--- config.mk ---
export PLATFORM = sky130hd
export DESIGN_NAME = display_7seg_mux_flat
export DESIGN_NICKNAME = d
export VERILOG_FILES = /design/src/rtl/display_7seg_mux_pkg.sv /design/src/rtl/display_7seg_mux_if.sv /design/src/rtl/display_7seg_mux_hex_a_7seg.sv /design/src/rtl/display_7seg_mux.sv /design/src/flat_wrapper.sv
export SDC_FILE = /design/constraint.sdc
export NUM_CORES = 1
export LEC_CHECK = 0
export CAP_MARGIN = 10
export CELL_PAD_IN_SITES_DETAIL_PLACEMENT = 2
export CELL_PAD_IN_SITES_GLOBAL_PLACEMENT = 2
export CORE_ASPECT_RATIO = 1.2
export CORE_MARGIN = 2
export CORE_UTILIZATION = 39
export CTS_CLUSTER_DIAMETER = 150
export DETAILED_ROUTE_END_ITERATION = 16
export PLACE_DENSITY = 0.94
export REMOVE_ABC_BUFFERS = 1
export SLEW_MARGIN = 20
export SYNTH_ARGS = -nofsm -noshare
export SYNTH_HDL_FRONTEND = slang
export SYNTH_SLANG_ARGS = --single-unit
--- constraint.sdc ---
create_clock -name clk -period 4.8 [get_ports clk]
set_input_delay 0.96 -clock clk [delete_from_list [all_inputs] [get_ports clk]]
set_output_delay 0.96 -clock clk [all_outputs]
set_load 0.03 [all_outputs]
--- src/rtl/display_7seg_mux_pkg.sv ---
// Shared display constants: blank codes, segment lookup, keypad key codes.
// Segment patterns are {g,f,e,d,c,b,a}, active low.
package display_pkg;

    localparam logic [6:0] SEG_BLANK  = 7'h7F;
    localparam logic [3:0] CODE_BLANK = 4'hF;

    localparam logic [3:0] KEY_STAR = 4'hD;
    localparam logic [3:0] KEY_HASH = 4'hE;
    localparam logic [3:0] KEY_NONE = CODE_BLANK;

    // Entry [c] is the pattern for code c; code 0xF doubles as the blank code.
    localparam logic [15:0][6:0] SEG_LUT = {
        7'b1111111, // F
        7'b0000110, // E
        7'b0100001, // D
        7'b1000110, // C
        7'b0000011, // B
        7'b0001000, // A
        7'b0010000, // 9
        7'b0000000, // 8
        7'b1111000, // 7
        7'b0000010, // 6
        7'b0010010, // 5
        7'b0011001, // 4
        7'b0110000, // 3
        7'b0100100, // 2
        7'b1111001, // 1
        7'b1000000  // 0
    };

endpackage

--- src/rtl/display_7seg_mux_if.sv ---
// Display bus: value and load strobe in, anode and segment pins out.
// Master is the entry/control logic; slave is the display driver.
interface display_7seg_mux_if #(
    parameter int NUM_DIGITS = 4
);
    logic [4*NUM_DIGITS-1:0] valor;
    logic                    cargar;
    logic [NUM_DIGITS-1:0]   anodos;
    logic [6:0]              segmentos;

    modport master (
        output valor,
        output cargar,
        input  anodos,
        input  segmentos
    );

    modport slave (
        input  valor,
        input  cargar,
        output anodos,
        output segmentos
    );
endinterface

--- src/rtl/display_7seg_mux_hex_a_7seg.sv ---
// Hex code to active-low 7-segment pattern; purely combinational.
// No state and no handshake: output follows code_i in the same cycle.
module hex_a_7seg
    import display_pkg::*;
(
    input  logic [3:0] code_i,
    output logic [6:0] seg_o
);

    assign seg_o = SEG_LUT[code_i];

endmodule

--- src/rtl/display_7seg_mux.sv ---
// Time-multiplexed common-anode 7-segment driver with optional leading-zero blanking.
// Outputs registered: a load or digit change appears one clk edge later; no backpressure.
module display_7seg_mux
    import display_pkg::*;
#(
    parameter int SCAN_DIV   = 13_500,
    parameter int NUM_DIGITS = 4,
    parameter bit BLANK_LZ   = 1'b1
)(
    input  logic                 clk,
    input  logic                 rst_n,
    display_7seg_mux_if.slave    bus
);

    localparam int DIV_W = (SCAN_DIV   > 1) ? $clog2(SCAN_DIV)   : 1;
    localparam int IDX_W = (NUM_DIGITS > 1) ? $clog2(NUM_DIGITS) : 1;

    logic [DIV_W-1:0]        div_q, div_d;
    logic [IDX_W-1:0]        idx_q, idx_d;
    logic [4*NUM_DIGITS-1:0] shadow_q, shadow_d;
    logic [NUM_DIGITS-1:0]   anodos_q, anodos_d;
    logic [6:0]              seg_q;
    logic [6:0]              seg_dec;

    logic                    terminal;
    logic                    zero_above;
    logic [NUM_DIGITS-1:0]   lz_blank;
    logic [3:0]              code_sel;

    assign terminal = (div_q == DIV_W'(SCAN_DIV - 1));

    always_comb begin
        div_d    = terminal ? '0 : div_q + 1'b1;
        idx_d    = idx_q;
        if (terminal) begin
            idx_d = (idx_q == IDX_W'(NUM_DIGITS - 1)) ? '0 : idx_q + 1'b1;
        end
        shadow_d = bus.cargar ? bus.valor : shadow_q;
    end

    // Walk down from the top digit: a digit is blanked while every nibble
    // from it upward is 0x0. Digit 0 is never blanked so zero shows as "0".
    always_comb begin
        lz_blank   = '0;
        zero_above = 1'b1;
        for (int i = NUM_DIGITS - 1; i > 0; i--) begin
            zero_above  = zero_above && (shadow_q[i*4 +: 4] == 4'h0);
            lz_blank[i] = BLANK_LZ && zero_above;
        end
    end

    always_comb begin
        code_sel = lz_blank[idx_q] ? CODE_BLANK : shadow_q[{idx_q, 2'b00} +: 4];
        anodos_d = ~(NUM_DIGITS'(1) << idx_q);
    end

    hex_a_7seg u_dec (
        .code_i (code_sel),
        .seg_o  (seg_dec)
    );

    always_ff @(posedge clk or negedge rst_n) begin
        if (!rst_n) begin
            div_q    <= '0;
            idx_q    <= '0;
            shadow_q <= {NUM_DIGITS{CODE_BLANK}};
            anodos_q <= '1;
            seg_q    <= SEG_BLANK;
        end else begin
            div_q    <= div_d;
            idx_q    <= idx_d;
            shadow_q <= shadow_d;
            anodos_q <= anodos_d;
            seg_q    <= seg_dec;
        end
    end

    assign bus.anodos    = anodos_q;
    assign bus.segmentos = seg_q;

endmodule

--- src/flat_wrapper.sv ---
// flat-port wrapper written by rule: the top's interface ports become plain ports
module display_7seg_mux_flat import display_pkg::*;
#(
    parameter int SCAN_DIV   = 13_500,
    parameter int NUM_DIGITS = 4,
    parameter bit BLANK_LZ   = 1'b1
)
  (clk, rst_n, bus_valor, bus_cargar, bus_anodos, bus_segmentos);
  display_7seg_mux_if #(.NUM_DIGITS(NUM_DIGITS)) bus_i ();
  input  logic clk;
  input  logic rst_n;
  input wire logic [$bits(bus_i.valor)-1:0] bus_valor;
  input wire logic [$bits(bus_i.cargar)-1:0] bus_cargar;
  output wire logic [$bits(bus_i.anodos)-1:0] bus_anodos;
  output wire logic [$bits(bus_i.segmentos)-1:0] bus_segmentos;
  assign bus_i.valor = bus_valor;
  assign bus_i.cargar = bus_cargar;
  assign bus_anodos = bus_i.anodos;
  assign bus_segmentos = bus_i.segmentos;
  display_7seg_mux #(.SCAN_DIV(SCAN_DIV), .NUM_DIGITS(NUM_DIGITS), .BLANK_LZ(BLANK_LZ)) u_core (.clk(clk), .rst_n(rst_n), .bus(bus_i));
endmodule
== Word level (Yosys, flattened, before mapping) ==
Memories as Yosys holds them, arrays and structs flattened. A register that Yosys moved wholly into a read port is not among the register bits.
Index checks and enable logic that the tools add are counted.

* Register bits after elaboration: 36
* Memories: 1
* Memory bits (read-only): 112

* Reductions and logical operators: 6
* Add/sub/neg operators: 2
* Bitwise gates (word level): 1
* Magnitude comparators: 1
* Shift operators: 2
* Equal/unequal tests: 2
* Multiplexer cells: 5

{| class="wikitable"
|+ Memory list
! name !! words !! width !! read ports !! clocked after memory_dff !! wr ports !! line !! source
|-
| (name not given) || 16 || 7 || 1 || 1 || 0 || display_7seg_mux_hex_a_7seg.sv:10 || <nowiki>assign seg_o = SEG_LUT[code_i];</nowiki>
|}

{| class="wikitable"
|+ Operator list
! cell !! count
|-
| $shiftx 16x5->4 || 1
|-
| $add 14x1->14 const B || 1
|-
| $eq 14x14->1 const B || 1
|-
| $mux 14 || 1
|-
| $logic_not 4->1 || 3
|-
| $mux 4 || 1
|-
| $not 4->4 || 1
|-
| $shl 1x2->4 const A || 1
|-
| $lt 2x3->1 const B || 1
|-
| $add 2x1->2 const B || 1
|-
| $bmux 1 s2 || 1
|-
| $eq 2x2->1 const B || 1
|-
| $logic_and 1x1->1 || 2
|-
| $mux 2 || 1
|-
| $logic_not 1->1 || 1
|-
| $mux 1 || 1
|}

== Logic depth before layout (Yosys ltp) ==
* Depth in word-level cells: 6
* Depth in mapped cells: 9
* Depth with buffers taken out: 8

== By module ==
Synthesis repeated with hierarchy kept, for this count alone.

* Cells, all modules: 172
* Area total of the unflattened synthesis: 2129.5 sq um

{| class="wikitable"
|+ Modules (own cells, without submodules)
! module !! cells each !! seq. area each (sq um) !! area an instance (sq um) !! times used
|-
| display_7seg_mux || 144 || 1109.8 || 1893.1 || 1
|-
| hex_a_7seg || 28 || 0.0 || 236.5 || 1
|}

== Least setup slack after synthesis ==
No wires, ideal clock.

* Path type: register to register
* Start: register u_core.idx_q[1]
* End: register u_core.seg_q[3] (netlist: u_core.bus.segmentos[3])
* Stages on the path, launching flop included: 10
* Clock period less this slack: 2.300 ns
* Data required time: 4.709 ns
* Library setup time: 0.091 ns
* Setup slack: 2.500 ns
* Buffers on the path: 1
* Data arrival time: 2.209 ns
* Path through: dfrtp_1 > clkbuf_1 > and2_0 > o21ai_1 > nor2_1 > or2_2 > ha_1 > mux2_1 > o211ai_1 > o211ai_1

* Cells in the longest elaborated chain, start to end: 3
* Elaborated cells on any way between the ends: 4

{| class="wikitable"
|+ Ends and longest elaborated chain
! what !! line !! source
|-
| start: declaration || display_7seg_mux.sv:19 || <nowiki>logic [IDX_W-1:0] idx_q, idx_d;</nowiki>
|-
| start signal: assignment || display_7seg_mux.sv:71 || <nowiki>idx_q <= idx_d;</nowiki>
|-
| parallel branches: the longest is 2 deep, another holds $shiftx 16x5->4 || -- ||
|-
| $mux 4 (*) || display_7seg_mux.sv:53 || <nowiki>code_sel = lz_blank[idx_q] ? CODE_BLANK : shadow_q[{idx_q, 2'b00} +: 4];</nowiki>
|-
| end: declaration || display_7seg_mux.sv:22 || <nowiki>logic [6:0] seg_q;</nowiki>
|}

Mark *: on every way between the ends. The select of a mux whose other input is x is not followed.
A chain may end at the register's enable or synchronous reset.

== Final worst setup path ==
* Start: register u_core.idx_q[0]
* End: register u_core.seg_q[3] (netlist: u_core.bus.segmentos[3])

Same word-level chain as after synthesis.

==> impl_summary.log <==
[metrics] leakage dissipation: 1.03 nW
[metrics] endpoint kind of the worst setup timing path: register
[metrics] initial detailed-routing violation count: 48
[metrics] non-filler instance count after layout: 268
[metrics] commonest non-fill, non-tap cells in the layout: sky130_fd_sc_hd__clkdlybuf4s50_1, sky130_fd_sc_hd__dfstp_2, sky130_fd_sc_hd__mux2_2
[metrics] Tcrit/Tclk final: 52.9%
[metrics] vias after detailed routing: 1446
[metrics] Worst-Skew Late Latency: 290 ps
[metrics] ratio of total power to cell area: 306 mW/mm²
[metrics] antenna diode instance count: 0
[metrics] number of instances resized during post-cts repair: 0
[metrics] via-per-instance ratio: 5.40
[metrics] Finished Core Util: 48.3%
[metrics] status: finished, final reports clean
[metrics] RD Place Congestion: 0.725
[metrics] effective utilization at floorplan: 40.5%
[metrics] Placed Cells: 260
[metrics] Peak supply drop: 178 µV
[metrics] TritonRoute pass-1 iters: 4
[metrics] total of flip-flops plus latches after synthesis: 43
[metrics] unrepaired setup endpoints after global routing: no
[metrics] Root Buffer: sky130_fd_sc_hd__clkbuf_8
[metrics] Routed WL per cell: 18.9 µm
[metrics] Clock H-tree levels: 2
[metrics] number of global-route vias before repair: 1711
[metrics] Post-Synthesis Cell Area: 0.00214 mm²
[metrics] Yosys warning total: 0
[metrics] max frequency: 0.394 GHz
[metrics] total power consumption of the routed design: 0.782 mW
[metrics] setup slack of the critical path after layout: 2260 ps
[metrics] Unique masters post-synth: 38
[metrics] transition time at the pin with the least slew margin: 949 ps
[metrics] DRC errors left: 0
[metrics] Post-synth ARST share: 100%
[metrics] antenna violations before repair: 0
[metrics] placeable core area: 0.00530 mm²
[metrics] number of top-level pins: 30
[metrics] aggregate global-route resource usage: 18.4%
[metrics] Slew headroom: 36.7%
[metrics] required time at the endpoint of the critical path: 5020 ps
[metrics] maximum number of pins on one net before global-route repair: 44
[metrics] Num CTS Buffers: 5
[metrics] area grow syn2layout: 19.3%
[metrics] hold depth: 1
[metrics] clock transition at the register clock pins on the worst setup and hold paths after CTS: 80 ps
[metrics] crit path DAT: 2760 ps
[metrics] kind of critical path: reg2reg
[metrics] Setup Fix Bufs, Post-CTS: 0
[metrics] pre-CTS setup slack: 2230 ps
[metrics] fraction of layout instances using a drive strength above 1: 30.6%
[metrics] Post-Synthesis Mean Instance Area: 12.2 µm²
[metrics] net count of the finished layout: 235
[metrics] wirelength, routed: 5060 µm
[metrics] post-placement cell area: 0.00247 mm²
[metrics] Die H: 85.2 µm
[metrics] Die X-Extent: 71.7 µm
[metrics] time the final worst path needs with I/O delays and setup: 2540 ps
[metrics] Final Max Slew Viols: 0
[metrics] critical path startpoint category: register
[metrics] TNS Setup: 0 ps
[metrics] number of rows created at floorplan: 29
[metrics] DIE AREA: 0.00611 mm²
[metrics] worst hold path type: reg2reg
[metrics] post-synthesis cell count: 176
[metrics] total of max-cap violations: 0
[metrics] HPWL after detailed placement: 4010 µm
[metrics] first-pass GRT wire length: 8600 µm
[metrics] launching point of the worst reg2reg path: u_core.idx_q[0]
[metrics] port buffer count: 29
[metrics] Final Hold Slack: 473 ps
[metrics] setup slack on the worst flop-to-flop path: 2260 ps
[metrics] Worst Reg2Reg Path Length in Cells: 8
[metrics] most common library cell in the layout ignoring fill and taps: sky130_fd_sc_hd__clkdlybuf4s50_1
[metrics] number of endpoints with negative hold slack in the final report: 0
[metrics] setup violation total in the final timing report: 0
[metrics] sequential fraction of the synthesis area: 51.8%
[metrics] count of clock tree sinks: 43
[metrics] number of buffers between clock root and the deepest sink: 2
[metrics] cts-stage hold buffer count: 0
[metrics] GRT overflow: 0
[metrics] number of enable-type register cells in the synthesized netlist: 0
[metrics] post-route design area: 0.00256 mm²
[metrics] clock tree from TritonCTS: built
[metrics] Synth Flop Type: sky130_fd_sc_hd__dfstp_2
[metrics] endpoint with the worst hold slack: u_core.div_q[0]
[metrics] post-route ant nets: 0
[metrics] worst clock skew: 8.88 ps
[metrics] endpoint of the most critical register-to-register path: u_core.bus.segmentos[3]
[metrics] startpoint of the most critical hold path: u_core.div_q[0]
[metrics] peak fanout along the critical path: 11
-- registers in the layout, indices dropped and copies added, names as in the netlist --
signal                cells
u_core.shadow_q          16
u_core.bus.segmentos      7
u_core.idx_q              2
u_core.div_q             14
u_core.bus.anodos         4
-- area by class of cell --
class	instances	area (µm²)
Fill cell	556	2740
Sequential cell	43	1110
Multi-Input combinational cell	114	947
Timing Repair Buffer	30	293
Tap cell	62	77.6
Clock buffer	5	68.8
Inverter	11	41.3
Clock inverter	3	20.0
-- worst max path at each step --
stage	from	end	slack, ps	depth (start not counted)
6_report	u_core.idx_q[0]	u_core.bus.segmentos[3]	2260	8
3_5_place_dp	u_core.idx_q[0]	u_core.bus.segmentos[3]	2230	8
3_3_place_gp	u_core.idx_q[0]	u_core.bus.segmentos[3]	2380	8
2_1_floorplan	u_core.idx_q[0]	u_core.bus.segmentos[3]	2500	6
5_1_grt	u_core.idx_q[0]	u_core.bus.segmentos[3]	2090	8
4_1_cts	u_core.idx_q[0]	u_core.bus.segmentos[3]	2230	8
-- power by group --
group | internal [mW] | switching, mW
registers | 0.404 | 0.0153
logic | 0.0655 | 0.0726
clock network | 0.101 | 0.124
-- layer usage --
layer  GRT usage (%)  share of wire, %  vias up  routed length [µm]
met5               0                 0        -                   0
met4            5.66              0.95        0                  48
met3            3.56               2.9        6                 149
met2            35.8                60       23                3020
met1            19.6                36      746                1840
li1                -                 -      671                   -
-- kinds of logic (layout without fill, tap and decap cells) --
group,after synthesis,after routing,synth area share [%]
and+or+nand+nor,47,47,11.3
DFF,43,43,51.8
muxes,28,28,16.6
buffers and inverters,19,49,4.08
AOI/OAI and AO/OA,18,18,5.83
adders and majority gates,11,11,6.42
xor gates and xnor gates,10,10,4.08
-- critical path: stages (launching register included) --
cell,delay (ps)
sky130_fd_sc_hd__dfrtp_1,530
sky130_fd_sc_hd__and2_0,210
sky130_fd_sc_hd__o21ai_1,350
sky130_fd_sc_hd__nor2_1,200
sky130_fd_sc_hd__or2_2,360
sky130_fd_sc_hd__ha_1,320
sky130_fd_sc_hd__mux2_1,310
sky130_fd_sc_hd__o211ai_1,90
sky130_fd_sc_hd__o211ai_1,110
-- synth_stat cells (4+ instances only) --
| cell | number | area (µm²) |
|---|---|---|
| sky130_fd_sc_hd__and3_1 | 4 | 25.0 |
| sky130_fd_sc_hd__clkbuf_1 | 5 | 18.8 |
| sky130_fd_sc_hd__dfrtp_1 | 16 | 400 |
| sky130_fd_sc_hd__dfstp_2 | 27 | 709 |
| sky130_fd_sc_hd__ha_1 | 11 | 138 |
| sky130_fd_sc_hd__inv_1 | 10 | 37.5 |
| sky130_fd_sc_hd__mux2_2 | 17 | 191 |
| sky130_fd_sc_hd__mux2i_1 | 4 | 40.0 |
| sky130_fd_sc_hd__mux4_2 | 4 | 90.1 |
| sky130_fd_sc_hd__nand2_1 | 7 | 26.3 |
| sky130_fd_sc_hd__nand3_1 | 5 | 25.0 |
| sky130_fd_sc_hd__nor2_1 | 15 | 56.3 |
| sky130_fd_sc_hd__o21ai_1 | 4 | 20.0 |
| sky130_fd_sc_hd__xnor2_1 | 4 | 35.0 |
| sky130_fd_sc_hd__xor2_1 | 6 | 52.6 |
Power figures use the tool's default switching activity.
